## src/rtl/cp0_pkg.sv

```systemverilog
// Shared CP0 definitions: register numbers, Status/Cause field positions,
// ExcCode values (also used by the decoder) and the trap FSM encoding.
package cp0_pkg;

  localparam int unsigned XLEN        = 32;
  localparam int unsigned REG_AW      = 5;
  localparam int unsigned EXC_W       = 4;
  localparam int unsigned EXC_FIELD_W = 5;
  localparam int unsigned NUM_HW_INT  = 6;

  localparam logic [REG_AW-1:0] CP0_STATUS = 5'd12;
  localparam logic [REG_AW-1:0] CP0_CAUSE  = 5'd13;
  localparam logic [REG_AW-1:0] CP0_EPC    = 5'd14;
  localparam logic [REG_AW-1:0] CP0_PRID   = 5'd15;

  localparam int unsigned ST_IE_BIT  = 0;
  localparam int unsigned ST_EXL_BIT = 1;
  localparam int unsigned ST_IM_LO   = 10;
  localparam int unsigned CA_EXC_LO  = 2;
  localparam int unsigned CA_IP_LO   = 10;
  localparam int unsigned CA_BD_BIT  = 31;

  localparam logic [EXC_W-1:0] EXC_NONE = 4'd0;
  localparam logic [EXC_W-1:0] EXC_ADEL = 4'd4;
  localparam logic [EXC_W-1:0] EXC_ADES = 4'd5;
  localparam logic [EXC_W-1:0] EXC_SYS  = 4'd8;
  localparam logic [EXC_W-1:0] EXC_RI   = 4'd10;
  localparam logic [EXC_W-1:0] EXC_OV   = 4'd12;

  typedef struct packed {
    logic [NUM_HW_INT-1:0] im;
    logic                  exl;
    logic                  ie;
  } cp0_status_t;

  typedef enum logic [1:0] {
    ST_RUN        = 2'd0,
    ST_TRAP_ENTRY = 2'd1,
    ST_HANDLER    = 2'd2,
    ST_RETURN     = 2'd3
  } cp0_state_e;

endpackage

```

## src/rtl/cp0_int_sync.sv

```systemverilog
// hw_int synchronizer (feeds Cause.IP directly) and pending-interrupt qualification.
module cp0_int_sync
  import cp0_pkg::*;
(
  input  logic                  clk,
  input  logic                  rst,
  input  logic [NUM_HW_INT-1:0] hw_int_i,
  input  logic [NUM_HW_INT-1:0] im_i,
  input  logic                  ie_i,
  input  logic                  exl_i,
  input  logic                  int_allow_i,
  output logic [NUM_HW_INT-1:0] ip_o,
  output logic                  int_pend_c_o
);

  logic [NUM_HW_INT-1:0] ip_q;

  always_ff @(posedge clk) begin
    if (rst) ip_q <= '0;
    else     ip_q <= hw_int_i;
  end

  assign ip_o         = ip_q;
  assign int_pend_c_o = ie_i & ~exl_i & (|(ip_q & im_i)) & int_allow_i;

endmodule

```

## src/rtl/cp0_unit.sv

```systemverilog
// Coprocessor-0 responder: Status/Cause/EPC/PRId, exception and interrupt arbitration,
// one-cycle redirect pulse. Define CP0_BD_EN to add delay-slot (Cause.BD) support.
module cp0_unit
  import cp0_pkg::*;
#(
  parameter logic [31:0] EXC_VECTOR = 32'h0000_4180,
  parameter logic [31:0] PRID_VAL   = 32'h0001_8000
) (
  input  logic                  clk,
  input  logic                  rst,
  input  logic [EXC_W-1:0]      exc_code,
  input  logic [XLEN-1:0]       exc_pc,
  input  logic                  int_allow,
  input  logic [NUM_HW_INT-1:0] hw_int,
  input  logic [REG_AW-1:0]     rd_addr,
  output logic [XLEN-1:0]       rd_data,
  input  logic                  wr_en,
  input  logic [REG_AW-1:0]     wr_addr,
  input  logic [XLEN-1:0]       wr_data,
  input  logic                  eret,
`ifdef CP0_BD_EN
  input  logic                  in_delay_slot,
`endif
  output logic                  redirect,
  output logic [XLEN-1:0]       redirect_pc,
  output logic                  exl,
  output logic [XLEN-1:0]       epc
);

  cp0_state_e               state_q, state_d;
  cp0_status_t              status_q, status_d;
  logic [EXC_FIELD_W-1:0]   exccode_q, exccode_d;
  logic [XLEN-1:0]          epc_q, epc_d;
  logic                     redirect_q, redirect_d;
  logic [XLEN-1:0]          redirect_pc_q, redirect_pc_d;
  logic [NUM_HW_INT-1:0]    ip;
  logic                     int_pend_c;
  logic                     cause_bd;
  logic [XLEN-1:0]          entry_epc;
  logic [XLEN-1:0]          status_word, cause_word;
  logic                     has_exc;

  cp0_int_sync u_int_sync (
    .clk          (clk),
    .rst          (rst),
    .hw_int_i     (hw_int),
    .im_i         (status_q.im),
    .ie_i         (status_q.ie),
    .exl_i        (status_q.exl),
    .int_allow_i  (int_allow),
    .ip_o         (ip),
    .int_pend_c_o (int_pend_c)
  );

  assign has_exc = (exc_code != EXC_NONE);

`ifdef CP0_BD_EN
  logic bd_q, bd_d;
  assign entry_epc = in_delay_slot ? (exc_pc - XLEN'(4)) : exc_pc;
  assign cause_bd  = bd_q;
`else
  assign entry_epc = exc_pc;
  assign cause_bd  = 1'b0;
`endif

  // Next-state, register updates and redirect generation
  always_comb begin
    state_d       = state_q;
    status_d      = status_q;
    exccode_d     = exccode_q;
    epc_d         = epc_q;
    redirect_pc_d = redirect_pc_q;
`ifdef CP0_BD_EN
    bd_d          = bd_q;
`endif
    case (state_q)
      ST_RUN: begin
        if (has_exc || int_pend_c) begin
          epc_d        = entry_epc;
          exccode_d    = has_exc ? {1'b0, exc_code} : '0;
          status_d.exl = 1'b1;
          state_d      = ST_TRAP_ENTRY;
`ifdef CP0_BD_EN
          bd_d         = in_delay_slot;
`endif
        end else if (eret && status_q.exl) begin
          status_d.exl = 1'b0;
          state_d      = ST_RETURN;
        end else if (wr_en) begin
          if (wr_addr == CP0_EPC) epc_d = wr_data;
          if (wr_addr == CP0_STATUS) begin
            status_d.im  = wr_data[ST_IM_LO +: NUM_HW_INT];
            status_d.exl = wr_data[ST_EXL_BIT];
            status_d.ie  = wr_data[ST_IE_BIT];
          end
        end
      end
      ST_TRAP_ENTRY: state_d = ST_HANDLER;
      ST_HANDLER: begin
        if (has_exc) begin
          exccode_d = {1'b0, exc_code};
          state_d   = ST_TRAP_ENTRY;
        end else if (eret) begin
          status_d.exl = 1'b0;
          state_d      = ST_RETURN;
        end else if (wr_en) begin
          if (wr_addr == CP0_EPC) epc_d = wr_data;
          if (wr_addr == CP0_STATUS) begin
            status_d.im  = wr_data[ST_IM_LO +: NUM_HW_INT];
            status_d.exl = wr_data[ST_EXL_BIT];
            status_d.ie  = wr_data[ST_IE_BIT];
          end
        end
      end
      ST_RETURN: state_d = ST_RUN;
      default:   state_d = ST_RUN;
    endcase

    // Redirect is raised for exactly the cycle spent in TRAP_ENTRY or RETURN
    redirect_d = (state_d == ST_TRAP_ENTRY) || (state_d == ST_RETURN);
    if (state_d == ST_TRAP_ENTRY)  redirect_pc_d = EXC_VECTOR;
    else if (state_d == ST_RETURN) redirect_pc_d = epc_q;
  end

  always_ff @(posedge clk) begin
    if (rst) begin
      state_q       <= ST_RUN;
      status_q      <= '0;
      exccode_q     <= '0;
      epc_q         <= '0;
      redirect_q    <= 1'b0;
      redirect_pc_q <= '0;
`ifdef CP0_BD_EN
      bd_q          <= 1'b0;
`endif
    end else begin
      state_q       <= state_d;
      status_q      <= status_d;
      exccode_q     <= exccode_d;
      epc_q         <= epc_d;
      redirect_q    <= redirect_d;
      redirect_pc_q <= redirect_pc_d;
`ifdef CP0_BD_EN
      bd_q          <= bd_d;
`endif
    end
  end

  // MFC0 read path reflects current state; same-cycle writes are not bypassed
  always_comb begin
    status_word                            = '0;
    status_word[ST_IM_LO +: NUM_HW_INT]    = status_q.im;
    status_word[ST_EXL_BIT]                = status_q.exl;
    status_word[ST_IE_BIT]                 = status_q.ie;
    cause_word                             = '0;
    cause_word[CA_IP_LO +: NUM_HW_INT]     = ip;
    cause_word[CA_EXC_LO +: EXC_FIELD_W]   = exccode_q;
    cause_word[CA_BD_BIT]                  = cause_bd;
    case (rd_addr)
      CP0_STATUS: rd_data = status_word;
      CP0_CAUSE:  rd_data = cause_word;
      CP0_EPC:    rd_data = epc_q;
      CP0_PRID:   rd_data = PRID_VAL;
      default:    rd_data = '0;
    endcase
  end

  assign redirect    = redirect_q;
  assign redirect_pc = redirect_pc_q;
  assign exl         = status_q.exl;
  assign epc         = epc_q;

endmodule

```

## config.mk

```make
export PLATFORM = sky130hd
export DESIGN_NAME = cp0_unit
export DESIGN_NICKNAME = d
export VERILOG_FILES = /design/src/rtl/cp0_pkg.sv /design/src/rtl/cp0_int_sync.sv /design/src/rtl/cp0_unit.sv
export SDC_FILE = /design/constraint.sdc
export NUM_CORES = 1
export LEC_CHECK = 0
export ABC_CLOCK_PERIOD_IN_PS = 4850
export CORE_UTILIZATION = 34
export DETAILED_ROUTE_END_ITERATION = 7
export PLACE_DENSITY = 0.79
export SLEW_MARGIN = 20
export SYNTH_ARGS = -nofsm -noshare
export SYNTH_HDL_FRONTEND = slang
export SYNTH_SLANG_ARGS = --single-unit
```

## constraint.sdc

```tcl
create_clock -name clk -period 4.85 [get_ports clk]
set_input_delay 0.7275 -clock clk [delete_from_list [all_inputs] [get_ports clk]]
set_output_delay 0.7275 -clock clk [all_outputs]
set_load 0.02 [all_outputs]
```

==> flow_summary.json, run 1 <==
{
  "status": "finished with violations",
  "failed_checks": "design-rule violations",
  "synth_cell_types": 34,
  "drc": 12,
  "synthTopCellsByArea": "dfxtp_1, mux2i_1, nand2_1, mux2_2, o2bb2ai_1",
  "netlist_instances": 465,
  "vdd_ir_drop_max_mv": 0.177,
  "cts-buffers-inserted": 9,
  "syn_avg_cell_area_um2": 8.90,
  "cts_sinks": 85,
  "grt_pass1_vias": 4232,
  "cts_resized": 0,
  "r2r_slack_ns": 2.36,
  "ys_ff_latch": 85,
  "yosysWarningCount": 0,
  "endpoint_kind": "primary output",
  "cts_tree": "yes",
  "place.gp.congestion": 0.811,
  "drt_iter0_markers": 317,
  "syn_nets": 554,
  "reg2reg_to": "redirect_pc[10]",
  "reg2reg_depth": 5,
  "synth_top_area_share_pct": 41.1,
  "synth_top_cell_by_area": "dfxtp_1",
  "dieArea_mm2": 0.0126,
  "start_util_pct": 35.5,
  "cp-endpoint": "rd_data[14]",
  "synthTopCellsByCount": "dfxtp_1, nand2_1, mux2i_1",
  "antenna_left": 0,
  "cp.required_ns": 4.12,
  "holdWs_ns": 0.453,
  "htree_levels": 3,
  "top_layer": "met4",
  "final-setup-viol-count": 0,
  "coreArea_mm2": 0.0117,
  "routed_wl_um": 14000,
  "ys_seq_area_share_pct": 41.1,
  "clkLatencyLatePin_ns": 0.32,
  "regArea_mm2": 0.00170,
  "drive_above_1_share_pct": 8.83,
  "grt_usage_pct": 21.8,
  "power_leakage_uw": 0.00226,
  "max_slew.worst_pin.slew_ns": 1.11,
  "port_buffers": 186,
  "multi_input_area_mm2": 0.00228,
  "crit_chain": "clkdlybuf4s50_1 > inv_1 > nor4_1 > nand2_1 > o21ai_0 > clkdlybuf4s50_1",
  "io_pins": 187,
  "firstDrtPassIters": 8,
  "dr_wl_met2_um": 7130,
  "fp.dieW_um": 112,
  "post_cts_buffers": 0,
  "clk_path_buf_depth": 2,
  "synth_edf_count": 0,
  "grt_pass1_wl_um": 21800,
  "chipHeight_um": 112,
  "wl_met3_um": 929,
  "yosysMostFrequentCell": "dfxtp_1",
  "root_buffer": "clkbuf_16",
  "fmax_mhz": 264,
  "fill_cells": 1063,
  "fp-row-count": 39,
  "max_cap_violations": 0,
  "crit_fanout": 5,
  "netlist_area_mm2": 0.00414,
  "ys.flop_type": "dfxtp_1",
  "syn_to_final_growth_pct": 54.2,
  "grt_overflow": 0,
  "finalCritPeriodShare_pct": 78.0,
  "cpMostUsedCell": "clkdlybuf4s50_1",
  "critPathKind": "in2out",
  "tns_ns": 0,
  "min_period_ns": 3.78,
  "antenna_cells": 0,
  "p_per_area_mw_per_mm2": 303,
  "clkSlewWorstSetupHoldPaths_ns": 0.06,
  "crit_start": "rd_addr[1]",
  "grt_start_max_net_pins": 35,
  "cts_hold_buf": 0,
  "async_flop_share_pct": 0,
  "wl_met1_um": 5820,
  "dr_total_vias": 4184,
  "slowest_stage": "nor4_1",
  "cp-start-kind": "primary input",
  "hold_path.class": "reg2reg",
  "cp_data_arrival_time_ns": 3.06,
  "wire_per_inst_um": 18.1,
  "hpwl_um": 10100,
  "antenna_found_initial": 0,
  "slew_headroom_pct": 25.6,
  "rsz0062_at_grt": "false",
  "routed_via_density": 5.38,
  "slew_violations": 0,
  "r2r_start": "exl",
  "fin_skew_ns": 0.00975,
  "fin_nets": 720,
  "hold_viol": 0,
  "max_stage_delay_ns": 0.87
}
-- worst min path at each step --
stage	end	slack (ns)	start	cells past startpoint
2_1_floorplan	exccode_q[0]	0.46	exccode_q[0]	2
3_3_place_gp	redirect_pc[20]	0.44	redirect_pc[20]	2
3_5_place_dp	redirect_pc[30]	0.45	redirect_pc[30]	2
4_1_cts	redirect_pc[16]	0.45	redirect_pc[16]	2
5_1_grt	redirect_pc[28]	0.48	redirect_pc[28]	2
6_report	redirect_pc[16]	0.45	redirect_pc[16]	2
-- area by class of cell --
cell class,count,share of cell area [%]
inverters,5,0.294
flip-flops and latches,85,26.7
well taps,143,2.80
repair buffers,194,30.1
clock buffers,9,3.53
multi-input cells,336,35.7
clock inverters,5,0.843
-- flip-flops by register name, indices dropped and copies added, names as in the netlist --
register and count:
epc 32, redirect_pc 32, status_q 7, u_int_sync.ip_o 6, exccode_q 4, state_q 2
exl 1, redirect 1
-- metal layers --
metal	track usage (%)	vias to the layer above
met1	25.8	1979
met3	3.78	23
met2	40.4	176
li1	-	2006
met5	0	-
met4	6.04	0
-- stage by stage --
step	utilization (%)	area (µm²)	worst slack, ns	instances	total power (µW)
after global placement	52.3	6100	1.07	763	1280
final	54.7	6380	1.07	777	1930
after floorplan	-	4140	2.14	465	1060
after CTS	54.7	6380	1.03	777	1940
after detailed placement	52.3	6100	1.05	763	1290
after global routing	54.7	6380	0.833	777	2010
-- report_power, final --
| part | leakage, µW | switching [µW] | internal (µW) | total, µW |
|---|---|---|---|---|
| sequential | 0.000695 | 73.7 | 753 | 827 |
| clock | 0.000141 | 265 | 391 | 656 |
| combinational | 0.00143 | 219 | 232 | 451 |
-- cell usage in the layout, fill, tap and decap left out, types with 12 or more instances in the layout --
| master | count |
|---|---|
| a21oi_1 | 37 |
| a22oi_1 | 13 |
| and3_1 | 19 |
| clkdlybuf4s50_1 | 186 |
| dfxtp_1 | 85 |
| mux2_2 | 25 |
| mux2i_1 | 41 |
| nand2_1 | 81 |
| nor2_1 | 21 |
| o21ai_0 | 12 |
| o2bb2ai_1 | 32 |
-- cells by family after synthesis --
kind of cell,count (synthesis),synth area share (%)
mux,73,18.6
simple gates,153,17.4
flops,85,41.1
buf+inv,44,4.20
compound gates,110,18.7
-- worst max-delay path, delay by kind of cell --
kind | cells | cell delay [ns]
buf+inv | 3 | 1.25
simple gates | 2 | 0.97
compound gates | 1 | 0.12
Note: power is estimated with default switching activity, not from simulation.
==> run 2, diff against run 1 <==
--- a/config.mk
+++ b/config.mk
@@ -5,7 +5,7 @@
 export SDC_FILE = /design/constraint.sdc
 export NUM_CORES = 1
 export LEC_CHECK = 0
-export ABC_CLOCK_PERIOD_IN_PS = 4850
+export ABC_CLOCK_PERIOD_IN_PS = 3500
 export CORE_UTILIZATION = 34
 export DETAILED_ROUTE_END_ITERATION = 7
 export PLACE_DENSITY = 0.79
==> constraint.sdc (replaced) <==
create_clock -name clk -period 3.5 [get_ports clk]
set_input_delay 0.525 -clock clk [delete_from_list [all_inputs] [get_ports clk]]
set_output_delay 0.525 -clock clk [all_outputs]
set_load 0.02 [all_outputs]
==> flow_summary.json, run 2 (synthesis results as in run 1) <==
{
  "status": "finished with violations",
  "failed_checks": "design-rule violations",
  "fin_skew_ns": 0.00552,
  "dieArea_mm2": 0.0126,
  "min_period_ns": 3.15,
  "combPwrFrac_pct": 23.2,
  "cts_tree": "yes",
  "cp-start-kind": "primary input",
  "max_cap_violations": 0,
  "clkSlewWorstSetupHoldPaths_ns": 0.06,
  "grt_usage_pct": 22.8,
  "vdd_ir_drop_max_mv": 0.187,
  "crit_start": "rd_addr[1]",
  "layout_commonest_cell": "clkdlybuf4s50_1",
  "chipHeight_um": 112,
  "antenna_found_initial": 0,
  "p_per_area_mw_per_mm2": 423,
  "cts_sinks": 85,
  "fmax_mhz": 318,
  "sw_frac_of_total_pct": 29.7,
  "cp_data_arrival_time_ns": 2.62,
  "critPathKind": "in2out",
  "p_int_uw": 1930,
  "antenna_left": 0,
  "grt_overflow": 0,
  "grt_pass1_vias": 4338,
  "holdWs_ns": 0.453,
  "final-setup-viol-count": 0,
  "clk_path_buf_depth": 2,
  "fp.dieW_um": 112,
  "final_cell_mix": "clkdlybuf4s50_1, dfxtp_1, nand2_1, mux2i_1, a21oi_1",
  "port_buffers": 186,
  "cts_hold_buf": 0,
  "drive_above_1_share_pct": 9.95,
  "htree_levels": 3,
  "place.gp.congestion": 0.920,
  "wire_per_inst_um": 18.1,
  "crit_fanout": 5,
  "drt_iter0_markers": 238,
  "drc": 12,
  "max_slew.worst_pin.slew_ns": 1.09,
  "rsz0062_at_grt": "false",
  "endpoint_kind": "primary output",
  "routed_via_density": 5.45,
  "post_cts_buffers": 0,
  "firstDrtPassIters": 7,
  "p_switching_uw": 813,
  "clock_power_share_pct": 34.8,
  "cts-buffers-inserted": 9,
  "slew_violations": 0,
  "hpwl_um": 10400,
  "slew_headroom_pct": 26.5,
  "tns_ns": 0,
  "finalCritPeriodShare_pct": 90.0,
  "start_util_pct": 35.5,
  "fin_nets": 727,
  "fp-row-count": 39,
  "grt_pass1_wl_um": 22700,
  "root_buffer": "clkbuf_16",
  "hold_path.class": "reg2reg",
  "seq_power_share_pct": 41.9,
  "coreArea_mm2": 0.0117,
  "antenna_cells": 0,
  "io_pins": 187,
  "cts_resized": 0,
  "holdCritStartpoint": "redirect_pc[25]",
  "dr_total_vias": 4286,
  "syn_to_final_growth_pct": 56.5,
  "r2r_start": "exl",
  "grt_start_max_net_pins": 35,
  "clkLatencyLatePin_ns": 0.34,
  "power_leakage_uw": 0.00230,
  "hold_viol": 0,
  "cp.required_ns": 2.97,
  "routed_wl_um": 14200
}
run 2: worst max-delay path, stage by stage:
cell and delay (ns):
clkdlybuf4s50_1 0.52, inv_1 0.16, nor4_1 0.40, buf_4 0.22, nand2_1 0.07, o21ai_0 0.10
clkdlybuf4s50_1 0.64
run 2: final cells by class:
class | instances | area, µm²
tap | 143 | 179
clock inverter | 7 | 73.8
sequential | 85 | 1700
fill | 1055 | 5180
inverter | 5 | 18.8
clock buffer | 9 | 225
timing repair buffer | 201 | 2000
multi-input combinational | 336 | 2280
run 2: final timing paths:
check                           slack [ns]  depth (start not counted)         endpoint
worst min register to register        0.45                          2  redirect_pc[25]
worst max-delay path                  0.35                          7      rd_data[14]
worst min-delay path                  0.45                          2  redirect_pc[25]
worst max register to register        1.46                          6  redirect_pc[29]
run 2: through the flow:
step	util, %	total power (µW)	setup WS, ns	std cells	instance area [µm²]
after global placement	53.0	1780	0.276	770	6180
after CTS	55.5	2760	0.350	786	6480
final	55.5	2740	0.351	786	6480
after detailed placement	53.0	1800	0.372	770	6180
after floorplan	-	1470	1.19	465	4140
after global routing	55.5	2850	0.282	786	6480
run 2: metal layers:
layer | global-route usage (%) | part of all wire [%] | vias to the layer above
li1 | - | - | 2009
met1 | 26.3 | 41 | 2059
met2 | 41.6 | 51 | 193
met3 | 4.27 | 6.7 | 25
met4 | 8.89 | 2.0 | 0
met5 | 0 | 0 | -
run 2: power by group through the flow:
stage	logic (µW)	clock network [µW]	registers, µW
finish	637	955	1150
global route	679	1010	1160
CTS	637	972	1150
detailed placement	635	0	1170
global placement	621	0	1160
floorplan	271	0	1190
==> run 3, diff against run 2 <==
--- a/config.mk
+++ b/config.mk
@@ -7,6 +7,7 @@
 export LEC_CHECK = 0
 export ABC_CLOCK_PERIOD_IN_PS = 3500
 export CORE_UTILIZATION = 34
+export CTS_CLUSTER_DIAMETER = 120
 export DETAILED_ROUTE_END_ITERATION = 7
 export PLACE_DENSITY = 0.79
 export SLEW_MARGIN = 20
==> results of run 3 <==
No change in the layout: final DEF, timing and power equal those of run 2.
